[config.mk]
export PLATFORM = sky130hd
export DESIGN_NAME = bus_dma_initiator
export DESIGN_NICKNAME = d
export VERILOG_FILES = /design/src/rtl/bus_dma_initiator.sv
export SDC_FILE = /design/constraint.sdc
export NUM_CORES = 1
export LEC_CHECK = 0
export ABC_AREA = 1
export CORE_ASPECT_RATIO = 0.9
export CORE_MARGIN = 3
export CORE_UTILIZATION = 45
export CTS_BUF_LIST = sky130_fd_sc_hd__clkbuf_4 sky130_fd_sc_hd__clkbuf_8 sky130_fd_sc_hd__clkbuf_16
export CTS_CLUSTER_SIZE = 28
export DETAILED_ROUTE_END_ITERATION = 7
export GPL_ROUTABILITY_DRIVEN = 1
export HOLD_SLACK_MARGIN = 0.12
export PLACE_DENSITY_LB_ADDON = 0.3
export SYNTH_ARGS = -nofsm -noshare
export SYNTH_HDL_FRONTEND = slang
export SYNTH_SLANG_ARGS = --single-unit
[constraint.sdc]
create_clock -name i_clk -period 7.5 [get_ports i_clk]
set_input_delay 1.125 -clock i_clk [delete_from_list [all_inputs] [get_ports i_clk]]
set_output_delay 1.125 -clock i_clk [all_outputs]
set_load 0.02 [all_outputs]
[src/rtl/bus_dma_initiator.sv]
// Word-copy bus initiator: reads one 32-bit word, writes it to the destination, and repeats
// until the latched count is reached, abort is seen at an access boundary, or an access times out.
module bus_dma_initiator #(
  parameter int LEN_W   = 16,
  parameter int TIMEOUT = 255
) (
  input  logic             i_clk,
  input  logic             i_rst,
  input  logic             i_start,
  input  logic [31:0]      i_src_addr,
  input  logic [31:0]      i_dst_addr,
  input  logic [LEN_W-1:0] i_word_count,
  input  logic             i_abort,
  output logic             o_busy,
  output logic             o_done,
  output logic             o_error,
  output logic [LEN_W-1:0] o_words_done,
  output logic [31:0]      o_bus_addr,
  output logic [31:0]      o_bus_wdata,
  output logic [3:0]       o_bus_wmask,
  output logic             o_bus_wen,
  output logic             o_bus_ren,
  input  logic [31:0]      i_bus_rdata,
  input  logic             i_bus_ready
);

  localparam logic [1:0] IDLE = 2'd0;
  localparam logic [1:0] RD   = 2'd1;
  localparam logic [1:0] WR   = 2'd2;
  localparam logic [1:0] FIN  = 2'd3;

  localparam int WAIT_W = (TIMEOUT > 1) ? $clog2(TIMEOUT + 1) : 1;
  localparam logic [WAIT_W-1:0] WAIT_LAST = (TIMEOUT > 0) ? WAIT_W'(TIMEOUT - 1) : '0;
  localparam logic TIMEOUT_EN = (TIMEOUT != 0);

  logic [1:0]        r_state;
  logic [31:0]       r_src;
  logic [31:0]       r_dst;
  logic [LEN_W-1:0]  r_count;
  logic [WAIT_W-1:0] r_wait;
  logic              r_busy;
  logic              r_done;
  logic              r_error;
  logic [LEN_W-1:0]  r_words_done;
  logic [31:0]       r_bus_addr;
  logic [31:0]       r_bus_wdata;
  logic [3:0]        r_bus_wmask;
  logic              r_bus_wen;
  logic              r_bus_ren;

  logic              w_misaligned;
  logic              w_timeout;
  logic [LEN_W-1:0]  w_words_inc;
  logic              w_last;

  // Start qualification, timeout detection and word-count termination.
  always_comb begin
    w_misaligned = (i_src_addr[1:0] != 2'b00) || (i_dst_addr[1:0] != 2'b00);
    w_timeout    = TIMEOUT_EN && !i_bus_ready && (r_wait == WAIT_LAST);
    w_words_inc  = r_words_done + {{(LEN_W-1){1'b0}}, 1'b1};
    w_last       = (w_words_inc == r_count);
  end

  // Transfer sequencer; bus outputs are registered and change together with the state.
  always_ff @(posedge i_clk or posedge i_rst) begin
    if (i_rst) begin
      r_state      <= IDLE;
      r_src        <= 32'd0;
      r_dst        <= 32'd0;
      r_count      <= '0;
      r_wait       <= '0;
      r_busy       <= 1'b0;
      r_done       <= 1'b0;
      r_error      <= 1'b0;
      r_words_done <= '0;
      r_bus_addr   <= 32'd0;
      r_bus_wdata  <= 32'd0;
      r_bus_wmask  <= 4'b0000;
      r_bus_wen    <= 1'b0;
      r_bus_ren    <= 1'b0;
    end else begin
      r_done <= 1'b0;
      case (r_state)
        IDLE: begin
          if (i_start) begin
            r_error      <= w_misaligned;
            r_words_done <= '0;
            r_src        <= i_src_addr;
            r_dst        <= i_dst_addr;
            r_count      <= i_word_count;
            r_wait       <= '0;
            if (w_misaligned || (i_word_count == '0)) begin
              r_state <= FIN;
              r_done  <= 1'b1;
            end else begin
              r_state    <= RD;
              r_busy     <= 1'b1;
              r_bus_ren  <= 1'b1;
              r_bus_addr <= i_src_addr;
            end
          end
        end
        RD: begin
          if (i_bus_ready) begin
            r_bus_ren <= 1'b0;
            r_wait    <= '0;
            if (i_abort) begin
              r_state    <= FIN;
              r_done     <= 1'b1;
              r_busy     <= 1'b0;
              r_bus_addr <= 32'd0;
            end else begin
              r_state     <= WR;
              r_bus_wen   <= 1'b1;
              r_bus_wmask <= 4'b1111;
              r_bus_addr  <= r_dst;
              r_bus_wdata <= i_bus_rdata;
            end
          end else if (w_timeout) begin
            r_error    <= 1'b1;
            r_bus_ren  <= 1'b0;
            r_state    <= FIN;
            r_done     <= 1'b1;
            r_busy     <= 1'b0;
            r_bus_addr <= 32'd0;
          end else begin
            r_wait <= r_wait + {{(WAIT_W-1){1'b0}}, 1'b1};
          end
        end
        WR: begin
          if (i_bus_ready) begin
            r_bus_wen    <= 1'b0;
            r_bus_wmask  <= 4'b0000;
            r_words_done <= w_words_inc;
            r_src        <= r_src + 32'd4;
            r_dst        <= r_dst + 32'd4;
            r_wait       <= '0;
            if (w_last || i_abort) begin
              r_state     <= FIN;
              r_done      <= 1'b1;
              r_busy      <= 1'b0;
              r_bus_addr  <= 32'd0;
              r_bus_wdata <= 32'd0;
            end else begin
              r_state    <= RD;
              r_bus_ren  <= 1'b1;
              r_bus_addr <= r_src + 32'd4;
            end
          end else if (w_timeout) begin
            r_error     <= 1'b1;
            r_bus_wen   <= 1'b0;
            r_bus_wmask <= 4'b0000;
            r_state     <= FIN;
            r_done      <= 1'b1;
            r_busy      <= 1'b0;
            r_bus_addr  <= 32'd0;
            r_bus_wdata <= 32'd0;
          end else begin
            r_wait <= r_wait + {{(WAIT_W-1){1'b0}}, 1'b1};
          end
        end
        FIN: begin
          r_state <= IDLE;
        end
        default: begin
          r_state <= IDLE;
        end
      endcase
    end
  end

  assign o_busy       = r_busy;
  assign o_done       = r_done;
  assign o_error      = r_error;
  assign o_words_done = r_words_done;
  assign o_bus_addr   = r_bus_addr;
  assign o_bus_wdata  = r_bus_wdata;
  assign o_bus_wmask  = r_bus_wmask;
  assign o_bus_wen    = r_bus_wen;
  assign o_bus_ren    = r_bus_ren;

endmodule

==> flow_summary.toml <==
[run_status]
status = "finished clean"

[sta]
relSlewSlack_pct = 31.8
hold_viol = 0
fin_crit_sh_pct = 53.8
worst_pin_slew_ns = 1.02
rsz0062_at_grt = "no"
tns_ns = 0
fin_worst_skew_ns = 0.0149
setup_viol = 0
max_freq_mhz = 248
period_needed_ns = 4.03
finalMaxSlewViolations = 0

[cells_and_area]
drive_gt1_share_pct = 5.05
diodes = 0
fill_cells = 2368
syn2layout_area_growth_pct = 24.1
nets = 1976
seq_area_sq_um = 4380
multi_input_area_sq_um = 6030

[global_route]
grt_usage_pct = 26.9
grt_use_met3_pct = 5.54
antenna_found_initial = 0
gr-usage-met1_pct = 38.8
grt_max_degree = 92
grt_use_met2_pct = 42.1
busiest_layer = "met2"
gr-total-overflow = 0
grt_pass1_wl_mm = 60.2
grt_pass1_vias = 11300

[worst_setup_path]
crit_arrival_ns = 4.35
endpoint_kind = "register"
startpoint_type = "primary input"
r2r_end = "r_dst[21]$_DFFE_PP0P_"
crit_fanout = 71
criticalPathCategory = "in2reg"
ff2ff_setup_slack_ns = 3.98
required_ns = 7.82
rr_worst_depth = 12
r2r-start = "r_state[0]$_DFFE_PP0N_"

[floorplan]
die-area_sq_um = 27700
ios = 206
start_util_pct = 45.8
chipWidth_um = 175
rows = 55
fp.dieH_um = 158
core_sq_um = 25300

[drt]
drc = 0
drt_pass1_iterations = 7
vias_per_cell = 5.47
ant_nets = 0
routed_wl_mm = 37.4
wl_per_cell_um = 17.0
vias = 12000
initialDrtViolationCount = 1387

[worst_hold_path]
hold_path_class = "reg2reg"
holdCritStartpoint = "o_bus_wdata[2]$_DFFE_PP0P_"
whs_path_depth = 2
holdPathEnd = "o_bus_wdata[2]$_DFFE_PP0P_"

[synthesis]
yosysTopAreaCell = "dfrtp_1"
async_flop_share_pct = 100
synth_area_per_cell_sq_um = 6.79
synth_area_leaders = "dfrtp_1 (38%), nand2_1 (16%), inv_1 (6.6%), a21oi_1 (6.3%), nand3_1 (5.5%)"
ys_types = 44
synth-edff-count = 0
yosysSeqAreaShare_pct = 37.8
ys_warn_count = 0
synth_seq_cells = 175
synth_flop_cell = "dfrtp_1"
synthesis.area_sq_um = 11600
synthesis.nets = 1832
yosysTopAreaCellShare_pct = 37.8
syn-instance-count = 1704

[power]
p_leak_uw = 0.00676
vdd_drop_max_v = 0.000292
fin_total_pwr_uw = 6240
power.density_nw_per_um2 = 434

[clocking]
numCtsBuffers = 17
h-tree-depth = 4
cts_hold_buf = 0
tritoncts = "built"
clk-insertion-delay-late_ns = 0.44
cts_resized = 0
cts.path.max_buffers = 2
clock-sinks = 175
root_buffer = "clkbuf_16"
cts_setup_buffers = 0
clk_pin_slew_ns = 0.08

[run]
cap_violations = 0

[place]
hpwl_mm = 26.2
io_buffers = 205
gp_congestion = 0.917
-- synthesized netlist by cell type, types with 4 or more instances --
| cell type | n |
|---|---|
| nor2_2 | 4 |
| inv_2 | 4 |
| a21oi_1 | 146 |
| o211ai_1 | 6 |
| nand2_1 | 478 |
| ha_1 | 11 |
| inv_1 | 202 |
| buf_6 | 6 |
| dfrtp_1 | 175 |
| nor2_4 | 7 |
| or2_2 | 4 |
| nor3_1 | 21 |
| buf_1 | 7 |
| nand4_1 | 26 |
| nand3_1 | 127 |
| buf_2 | 9 |
| o22ai_1 | 23 |
| o21ai_0 | 124 |
| buf_4 | 4 |
| nand3_2 | 6 |
| nand3b_1 | 8 |
| xor2_1 | 35 |
| nand2_2 | 10 |
| nor2_1 | 131 |
| clkbuf_1 | 66 |
| o31ai_1 | 26 |
| nor4_1 | 14 |
-- layer usage --
layer,vias to the layer above,wire [um]
met3,41,3170
met5,-,0
met2,543,16700
met4,0,439
met1,5642,17000
li1,5815,-
-- sequential cells by signal, summed over array words and instances (netlist names) --
name	count
o_bus_wdata	32
o_busy	1
r_state	2
r_dst	32
o_words_done	16
o_done	1
o_bus_addr	32
o_error	1
o_bus_wmask	1
o_bus_ren	1
r_src	32
r_count	16
r_wait	8
-- stage by stage --
stage | setup WS (ns) | std cells | utilization, % | hold slack [ns] | instance area (sq um)
floorplan | 1.63 | 1704 | - | 0.453 | 11600
global placement | 3.22 | 2171 | 54.5 | 0.458 | 13800
detailed placement | 3.10 | 2171 | 54.5 | 0.462 | 13800
CTS | 3.55 | 2203 | 56.9 | 0.486 | 14400
global route | 3.20 | 2203 | 56.9 | 0.502 | 14400
finish | 3.47 | 2203 | 56.9 | 0.482 | 14400
-- power breakdown --
group / internal, uW / total, uW / switching [uW] / leakage (uW)
Clock: 482 / 934 / 452 / 0.000300
Combinational: 1250 / 3490 / 2240 / 0.00427
Sequential: 1380 / 1820 / 440 / 0.00219
Total: 3110 / 6240 / 3130 / 0.00676
-- cells by family (layout without fill, tap and decap cells) --
family / after synthesis / after routing / share of synthesized area [%]
adder cells (fa/ha/maj): 11 / 11 / 1.19
XOR/XNOR: 38 / 38 / 2.88
buffers and inverters: 298 / 455 / 10.3
AND/OR/NAND/NOR: 843 / 843 / 31.9
AO/OA/AOI/OAI: 338 / 338 / 15.9
flip-flops: 175 / 175 / 37.8
multiplexers: 1 / 1 / 0.0973
-- final cells by class --
| cell class | count | area share [%] |
|---|---|---|
| well taps | 342 | 2.98 |
| clock inverters | 15 | 1.31 |
| inverters | 206 | 5.43 |
| multi-input cells | 1231 | 42.0 |
| repair buffers | 217 | 14.9 |
| flip-flops and latches | 175 | 30.5 |
| clock buffers | 17 | 2.96 |
-- how the worst max path moves through the flow --
stage | to | from | slack, ns | cells after the start
floorplan | o_bus_addr[0]$_DFFE_PP0P_ | i_rst | 1.63 | 1
global placement | o_bus_wdata[21]$_DFFE_PP0P_ | i_bus_ready | 3.22 | 10
detailed placement | o_bus_wdata[23]$_DFFE_PP0P_ | i_bus_ready | 3.10 | 10
CTS | o_bus_wdata[25]$_DFFE_PP0P_ | i_bus_ready | 3.55 | 10
global route | o_bus_wdata[11]$_DFFE_PP0P_ | i_bus_ready | 3.20 | 10
finish | o_bus_wdata[25]$_DFFE_PP0P_ | i_bus_ready | 3.47 | 10
-- worst max-delay path: stages --
cell and delay (ns):
buf_2 0.08, buf_4 0.59, inv_1 0.63, nor2_1 0.46
nor2_1 0.15, a221oi_4 0.19, buf_4 0.38, nand2_2 0.44
nand2_1 0.17, nand2_1 0.07
-- cell usage in the layout, fill, tap and decap left out, types with 6 or more instances in the layout --
cell / instances
clkdlybuf4s50_1: 204
dfrtp_1: 175
buf_4: 12
o21ai_0: 124
nand2_1: 477
nand3b_1: 8
o31ai_1: 26
o22ai_1: 23
clkbuf_16: 17
nor3_1: 21
nor2_1: 131
nor2_4: 7
ha_1: 10
nand3_1: 127
xor2_1: 35
nand4_1: 26
o211ai_1: 6
nand2_2: 11
inv_1: 199
nor4_1: 14
nand3_2: 6
a21oi_1: 146
(Power assumes the default switching activity.)
